==> config.mk <==
export PLATFORM = sky130hd
export DESIGN_NAME = sobel_frame_sequencer
export DESIGN_NICKNAME = d
export VERILOG_FILES = /design/src/rtl/sobel_pkg.sv /design/src/rtl/sobel_frame_sequencer_fetch.sv /design/src/rtl/sobel_frame_sequencer.sv
export SDC_FILE = /design/constraint.sdc
export NUM_CORES = 1
export LEC_CHECK = 0
export ABC_AREA = 0
export CAP_MARGIN = 30
export CORE_ASPECT_RATIO = 1.5
export CORE_MARGIN = 8
export CORE_UTILIZATION = 54
export DETAILED_ROUTE_END_ITERATION = 10
export PLACE_DENSITY_LB_ADDON = 0.3
export SLEW_MARGIN = 30
export SYNTH_ARGS = -nofsm -noshare
export SYNTH_HDL_FRONTEND = slang
export SYNTH_SLANG_ARGS = --single-unit
==> constraint.sdc <==
create_clock -name clk -period 15.7 [get_ports clk]
set_clock_uncertainty 0.05 [all_clocks]
set_input_delay 1.57 -clock clk [delete_from_list [all_inputs] [get_ports clk]]
set_output_delay 1.57 -clock clk [all_outputs]
set_load 0.01 [all_outputs]
==> src/rtl/sobel_pkg.sv <==
// Shared constants and FSM encoding for the Sobel frame sequencer.
// Image geometry defaults, window layout and controller states.
package sobel_pkg;

  localparam int MAX_ROW_D = 480;
  localparam int MAX_COL_D = 640;
  localparam int ADDR_W_D  = 19;

  localparam int ROWCOL_W = 10;
  localparam int PIX_W    = 8;
  localparam int WIN_N    = 9;
  localparam int WIN_LAST = WIN_N - 1;
  localparam int WIN_W    = WIN_N * PIX_W;

  typedef enum logic [2:0] {
    ST_IDLE,
    ST_SETUP,
    ST_FETCH,
    ST_COMPUTE,
    ST_WRITE,
    ST_NEXT,
    ST_DONE
  } state_t;

endpackage

==> src/rtl/sobel_frame_sequencer_fetch.sv <==
// 3x3 window read sequencer: nine reads on consecutive cycles,
// each captured one cycle later into its window slot.
module sobel_window_fetch
  import sobel_pkg::*;
#(
  parameter int MAX_COL = MAX_COL_D,
  parameter int ADDR_W  = ADDR_W_D
) (
  input  logic                clk,
  input  logic                rst_n,
  input  logic                go,
  input  logic                clear,
  input  logic [ROWCOL_W-1:0] row,
  input  logic [ROWCOL_W-1:0] col,
  output logic                mem_rd_en,
  output logic [ADDR_W-1:0]   mem_rd_addr,
  input  logic [PIX_W-1:0]    mem_rd_data,
  output logic [WIN_W-1:0]    win_pix,
  output logic                win_done
);

  logic [3:0]        k;
  logic [1:0]        dr;
  logic [1:0]        dc;
  logic [1:0]        nxt_dr;
  logic [1:0]        nxt_dc;
  logic              cap_en;
  logic [3:0]        cap_k;
  logic [ADDR_W-1:0] go_addr;
  logic [ADDR_W-1:0] step_addr;

  function automatic logic [ADDR_W-1:0] addr_of(
    input logic [ROWCOL_W-1:0] r,
    input logic [ROWCOL_W-1:0] c,
    input logic [1:0]          d_r,
    input logic [1:0]          d_c
  );
    logic [ADDR_W-1:0] rr;
    logic [ADDR_W-1:0] cc;
    rr = ADDR_W'(r) + ADDR_W'(d_r) - ADDR_W'(1);
    cc = ADDR_W'(c) + ADDR_W'(d_c) - ADDR_W'(1);
    return rr * ADDR_W'(MAX_COL) + cc;
  endfunction

  // Next window offset in raster order and the matching read addresses.
  always_comb begin
    nxt_dr = dr;
    nxt_dc = dc + 2'd1;
    if (dc == 2'd2) begin
      nxt_dc = 2'd0;
      nxt_dr = dr + 2'd1;
    end
    go_addr   = addr_of(row, col, 2'd0, 2'd0);
    step_addr = addr_of(row, col, nxt_dr, nxt_dc);
  end

  // Read issue: one strobe per cycle for slots 0..8.
  always_ff @(posedge clk or negedge rst_n) begin
    if (!rst_n) begin
      mem_rd_en   <= 1'b0;
      mem_rd_addr <= '0;
      k           <= '0;
      dr          <= '0;
      dc          <= '0;
    end else if (clear) begin
      mem_rd_en <= 1'b0;
      k         <= '0;
      dr        <= '0;
      dc        <= '0;
    end else if (go) begin
      mem_rd_en   <= 1'b1;
      mem_rd_addr <= go_addr;
      k           <= '0;
      dr          <= '0;
      dc          <= '0;
    end else if (mem_rd_en) begin
      if (k == 4'(WIN_LAST)) begin
        mem_rd_en <= 1'b0;
      end else begin
        k           <= k + 4'd1;
        dr          <= nxt_dr;
        dc          <= nxt_dc;
        mem_rd_addr <= step_addr;
      end
    end
  end

  // Capture: read data lands one cycle after its strobe.
  always_ff @(posedge clk or negedge rst_n) begin
    if (!rst_n) begin
      cap_en  <= 1'b0;
      cap_k   <= '0;
      win_pix <= '0;
    end else begin
      cap_en <= mem_rd_en && !clear;
      cap_k  <= k;
      if (cap_en && !clear) begin
        win_pix[{cap_k, 3'b000} +: PIX_W] <= mem_rd_data;
      end
    end
  end

  assign win_done = cap_en && (cap_k == 4'(WIN_LAST));

endmodule

==> src/rtl/sobel_frame_sequencer.sv <==
// Frame controller: raster scan, border handling, window fetch,
// Sobel core handoff and output write handshake.
module sobel_frame_sequencer
  import sobel_pkg::*;
#(
  parameter int MAX_ROW = MAX_ROW_D,
  parameter int MAX_COL = MAX_COL_D,
  parameter int ADDR_W  = ADDR_W_D
) (
  input  logic                clk,
  input  logic                rst_n,
  input  logic                start,
  input  logic                abort,
  output logic                busy,
  output logic                done,
  output logic [ROWCOL_W-1:0] row,
  output logic [ROWCOL_W-1:0] col,
  output logic                mem_rd_en,
  output logic [ADDR_W-1:0]   mem_rd_addr,
  input  logic [PIX_W-1:0]    mem_rd_data,
  output logic                win_valid,
  output logic [WIN_W-1:0]    win_pix,
  input  logic                sobel_valid,
  input  logic [PIX_W-1:0]    sobel_pix,
  output logic                wr_valid,
  output logic [ADDR_W-1:0]   wr_addr,
  output logic [PIX_W-1:0]    wr_data,
  input  logic                wr_ready
);

  state_t            state;
  logic              abort_pend;
  logic              last_row;
  logic              last_col;
  logic              border;
  logic              fetch_go;
  logic              fetch_clear;
  logic              win_done;
  logic [ADDR_W-1:0] pix_addr;

  // Position decode and fetch control.
  always_comb begin
    last_row    = row == ROWCOL_W'(MAX_ROW - 1);
    last_col    = col == ROWCOL_W'(MAX_COL - 1);
    border      = (row == '0) || last_row || (col == '0) || last_col;
    pix_addr    = ADDR_W'(row) * ADDR_W'(MAX_COL) + ADDR_W'(col);
    fetch_go    = (state == ST_SETUP) && !border && !abort;
    fetch_clear = abort &&
      (state inside {ST_SETUP, ST_FETCH, ST_COMPUTE, ST_NEXT});
  end

  sobel_window_fetch #(
    .MAX_COL (MAX_COL),
    .ADDR_W  (ADDR_W)
  ) u_fetch (
    .clk         (clk),
    .rst_n       (rst_n),
    .go          (fetch_go),
    .clear       (fetch_clear),
    .row         (row),
    .col         (col),
    .mem_rd_en   (mem_rd_en),
    .mem_rd_addr (mem_rd_addr),
    .mem_rd_data (mem_rd_data),
    .win_pix     (win_pix),
    .win_done    (win_done)
  );

  // Frame FSM with registered status, counters and write port.
  always_ff @(posedge clk or negedge rst_n) begin
    if (!rst_n) begin
      state      <= ST_IDLE;
      busy       <= 1'b0;
      done       <= 1'b0;
      win_valid  <= 1'b0;
      wr_valid   <= 1'b0;
      abort_pend <= 1'b0;
      row        <= '0;
      col        <= '0;
      wr_addr    <= '0;
      wr_data    <= '0;
    end else begin
      win_valid <= 1'b0;
      done      <= 1'b0;
      if (fetch_clear) begin
        state <= ST_IDLE;
        busy  <= 1'b0;
        row   <= '0;
        col   <= '0;
      end else begin
        unique case (state)
          ST_IDLE: begin
            if (start && !abort) begin
              busy  <= 1'b1;
              row   <= '0;
              col   <= '0;
              state <= ST_SETUP;
            end
          end
          ST_SETUP: begin
            if (border) begin
              wr_valid <= 1'b1;
              wr_addr  <= pix_addr;
              wr_data  <= '0;
              state    <= ST_WRITE;
            end else begin
              state <= ST_FETCH;
            end
          end
          ST_FETCH: begin
            if (win_done) begin
              win_valid <= 1'b1;
              state     <= ST_COMPUTE;
            end
          end
          ST_COMPUTE: begin
            if (sobel_valid) begin
              wr_valid <= 1'b1;
              wr_addr  <= pix_addr;
              wr_data  <= sobel_pix;
              state    <= ST_WRITE;
            end
          end
          ST_WRITE: begin
            if (abort) abort_pend <= 1'b1;
            if (wr_ready) begin
              wr_valid   <= 1'b0;
              abort_pend <= 1'b0;
              if (abort || abort_pend) begin
                state <= ST_IDLE;
                busy  <= 1'b0;
                row   <= '0;
                col   <= '0;
              end else begin
                state <= ST_NEXT;
              end
            end
          end
          ST_NEXT: begin
            if (last_col) begin
              col <= '0;
              if (last_row) begin
                row   <= '0;
                done  <= 1'b1;
                state <= ST_DONE;
              end else begin
                row   <= row + ROWCOL_W'(1);
                state <= ST_SETUP;
              end
            end else begin
              col   <= col + ROWCOL_W'(1);
              state <= ST_SETUP;
            end
          end
          ST_DONE: begin
            busy  <= 1'b0;
            state <= ST_IDLE;
          end
          default: state <= ST_IDLE;
        endcase
      end
    end
  end

endmodule

==> results by group <==
Yosys
  • Share of async-settable or async-resettable flops after synthesis: between 90% and 100%
  • Mapped cell area: roughly 11000 um2
  • FF+latch count, synth: 160
  • Dominant synthesized flop cell: dfrtp_1
  • Number of flops mapped to enable cells by yosys: 0
  • Synth top cells by count: dfrtp_1, nand2_1, ha_1
  • Leading area contributor after synthesis: dfrtp_1
  • Post-synthesis cell type count: between 70 and 80
  • Synth top area cells: dfrtp_1, ha_1, xnor2_1
  • Yosys warns: 0
  • Top cell type's share of synthesized area: a little over a third
  • Sequential area share after synthesis: ~36%
  • Post-synthesis cell count: around 1200
  • Avg Cell Area, Syn: 9.19 um2
  • Count leader, synth: dfrtp_1
  • Post-Syn Nets: ~1300

Pwr
  • Pint: approximately 1.5 mW
  • Switching power: between 1 and 1.5 mW
  • P_leak: approximately 6.0 nW
  • Switch share: roughly 42%
  • Sequential share of power: 21.1%
  • Total power: approximately 2.6 mW
  • Logic gate share of total power: ~64%
  • Clk pwr share: about 15%
  • Pwr per Cell Area: about 190 nW/um2
  • Worst vdd ir: between 0.0003 and 0.0004 V

Worst setup path
  • CP Max Fanout: 8
  • R2R depth: 22
  • RR Startpoint: u_fetch.dc[1]
  • CP arrival: 6.29 ns
  • CP Data Required Time: 16.01 ns
  • Worst flop-to-flop path endpoint: u_fetch.mem_rd_addr[16]
  • Setup crit end kind: register
  • Reg2Reg Setup Slack: 9.72 ns
  • Critical path class: reg2reg
  • CP startpoint kind: register

Die
  • Die height: between 150 and 200 um
  • Initial core utilization: 54.4%
  • Num ports: 165
  • DIE AREA: ~25000 um2
  • Die Wd: roughly 130 um
  • CORE AREA: 20200 um2
  • Rows: 64

Detailed routing
  • DR iter-0 viols: approximately 460
  • WL/cell: around 18 um
  • DR vias: ~9300
  • TritonRoute pass-1 iters: 6
  • Post-route ant nets: 0
  • Total wire length: 28700 um
  • Via density: 5.81
  • Drt drc: 0

Clocking
  • CTS HTree Levels: 4
  • Clk root buf: clkbuf_16
  • Num Clock Sinks: 160
  • Postcts setup bufs: 0
  • CTS max path bufs: 2
  • Num CTS Buffers: 17
  • Worst-skew pair later-pin latency: 0.43 ns
  • Clock-pin slew on the worst setup and hold paths: about 0.070 ns
  • CTS resizes: 0
  • TritonCTS clock tree: yes
  • Post-CTS Hold Fix Bufs: 0

STA
  • Max_slew headroom: 43.4%
  • Worst slew pin tran: 0.849 ns
  • Final Cycle Share: 38.1%
  • Achievable Freq: roughly 0.17 GHz
  • Setup Viol. Count Final: 0
  • Final Hold Viols: 0
  • Final min period: 5.98 ns
  • Total negative slack: 0 ns
  • Slew Limit Fails: 0
  • RSZ-0062 raised after global routing: false

Finish
  • Area grow syn2layout: 20.9%
  • Post-Layout Cell Count: ~1600
  • Number of antenna repair diodes: 0
  • Fillers: 1676
  • Ratio of cells with drive above 1 in the final layout: 8.46%
  • Nets: ~1400
  • Post-route cell area: around 13000 um2
  • Footprint of the multi-input gates: 6440 um2
  • Seq. cell area: 4000 um2

Global routing
  • Largest net degree at the start of global routing: 98
  • Number of global-route vias before repair: ~9000
  • Global Route met2 Usage: 41.9%
  • GR peak layer: met2
  • Total global-route track usage: 22.8%
  • Initial antenna violation count: 0
  • Global-route wire length before repair: ~47000 um
  • Met1 Track Usage GR: 24.2%
  • M3 GR Usage: under 10%
  • GRT overflow: 0

Hold path
  • Worst hold-check path type: reg2reg
  • Hold wc startpoint: u_fetch.k[3]
  • Hold depth: 0
  • Hold Path End: u_fetch.cap_k[3]

Placement
  • Placed instance area: ~13000 um2
  • Inst Count DP: ~1600
  • HPWL after DPL: ~22000 um
  • I/O Buffers: 164
  • Routability cong.: roughly 0.9

Run status
  • Status: completed

Run
  • Max-cap violations: 0
==> flip-flops by register name, indices dropped and copies added (netlist names) <==
signal and flops:
u_fetch.mem_rd_en 1, u_fetch.cap_k 4, wr_valid 1, u_fetch.k 4
win_valid 1, u_fetch.dr 2, row 10, state 3
wr_data 8, abort_pend 1, u_fetch.mem_rd_addr 19, busy 1
col 10, u_fetch.win_pix 72, done 1, u_fetch.dc 2
u_fetch.cap_en 1, wr_addr 19
==> how the worst max path moves through the flow <==
stage                        from                 endpoint  slack (ns)  cells after the start
floorplan           u_fetch.dc[0]  u_fetch.mem_rd_addr[18]       10.40                     23
global placement    u_fetch.dc[1]  u_fetch.mem_rd_addr[18]        9.94                     23
detailed placement  u_fetch.dc[1]  u_fetch.mem_rd_addr[16]        9.79                     22
CTS                 u_fetch.dc[1]  u_fetch.mem_rd_addr[16]        9.75                     22
global route        u_fetch.dc[1]  u_fetch.mem_rd_addr[18]        9.31                     23
finish              u_fetch.dc[1]  u_fetch.mem_rd_addr[16]        9.72                     22
==> critical path, stage by stage, from the launching register on <==
cell and delay, ns:
dfrtp_1 0.39, nor2b_1 0.22, xor2_1 0.24, ha_1 0.26
inv_1 0.07, fa_1 0.52, ha_1 0.25, mux2_2 0.35
a31oi_1 0.20, xnor2_1 0.12, ha_1 0.35, inv_1 0.06
fa_1 0.45, nor2b_1 0.28, o22ai_1 0.17, xnor2_1 0.40
ha_1 0.40, nand2_1 0.09, a21oi_1 0.05, a2111oi_0 0.58
xnor2_1 0.19, nand2_1 0.07, a21oi_1 0.16
==> cells by family after synthesis <==
family / count (synthesis) / share of synthesized area, %
fa+ha+maj: 104 / 12.4
flops: 160 / 36.5
xor+xnor: 93 / 7.68
compound gates: 288 / 16.4
buf+inv: 124 / 4.85
mux: 52 / 5.58
simple gates: 373 / 16.6
==> placed cells by master (no fill, tap or decap), drive strengths merged, types with 4 or more instances in the layout <==
master | netlist | final
nand4 | 10 | 10
nor2 | 77 | 77
nand3b | 5 | 5
nor2b | 14 | 14
inv | 66 | 73
clkdlybuf4s50 | 0 | 163
nand2b | 12 | 12
xor2 | 29 | 29
clkbuf | 25 | 18
and2 | 7 | 7
nor3 | 23 | 23
clkinv | 0 | 4
or3 | 4 | 4
o21bai | 5 | 5
o41ai | 6 | 6
a21oi | 66 | 66
and3 | 18 | 18
nand2 | 138 | 138
ha | 96 | 96
a2111oi | 4 | 4
xnor2 | 62 | 62
a21o | 18 | 18
nor4 | 5 | 5
dfrtp | 160 | 160
mux2 | 49 | 49
buf | 33 | 4
o21a | 8 | 8
a22o | 21 | 21
o31ai | 11 | 11
a32oi | 4 | 4
a211oi | 6 | 6
or4 | 6 | 6
nand3 | 32 | 32
a31oi | 10 | 10
or2 | 12 | 12
fa | 8 | 8
o21ai | 104 | 104
==> power groups by stage <==
stage,sequential (mW),clock [mW],combinational (mW)
3_5_place_dp,0.548,0,1.62
4_1_cts,0.541,0.398,1.63
6_report,0.541,0.390,1.63
2_1_floorplan,0.565,0,1.18
3_3_place_gp,0.545,0,1.59
5_1_grt,0.551,0.416,1.83
==> area by class of cell <==
class                      count  share of cell area (%)
clock buffer                  18                    3.31
multi-input combinational    910                    48.5
tap                          264                    2.49
timing repair buffer         167                    12.7
inverter                      66                    1.87
clock inverter                14                   0.906
sequential                   160                    30.2
==> stage by stage <==
stage	hold WS (ns)	setup WS [ns]	utilization (%)
detailed placement	0.378	9.79	62.8
CTS	0.390	9.75	65.6
global placement	0.376	9.94	62.8
floorplan	0.349	10.40	-
finish	0.391	9.72	65.7
global route	0.398	9.31	65.7
==> per-layer routing <==
layer | routed length [um] | part of all wire (%) | vias to the layer above
met4 | 1190 | 4.2 | 0
met3 | 1400 | 4.9 | 74
met2 | 14900 | 52 | 319
li1 | - | - | 4469
met1 | 11200 | 39 | 4436
met5 | 0 | 0 | -
Power figures use the tool's default switching activity.
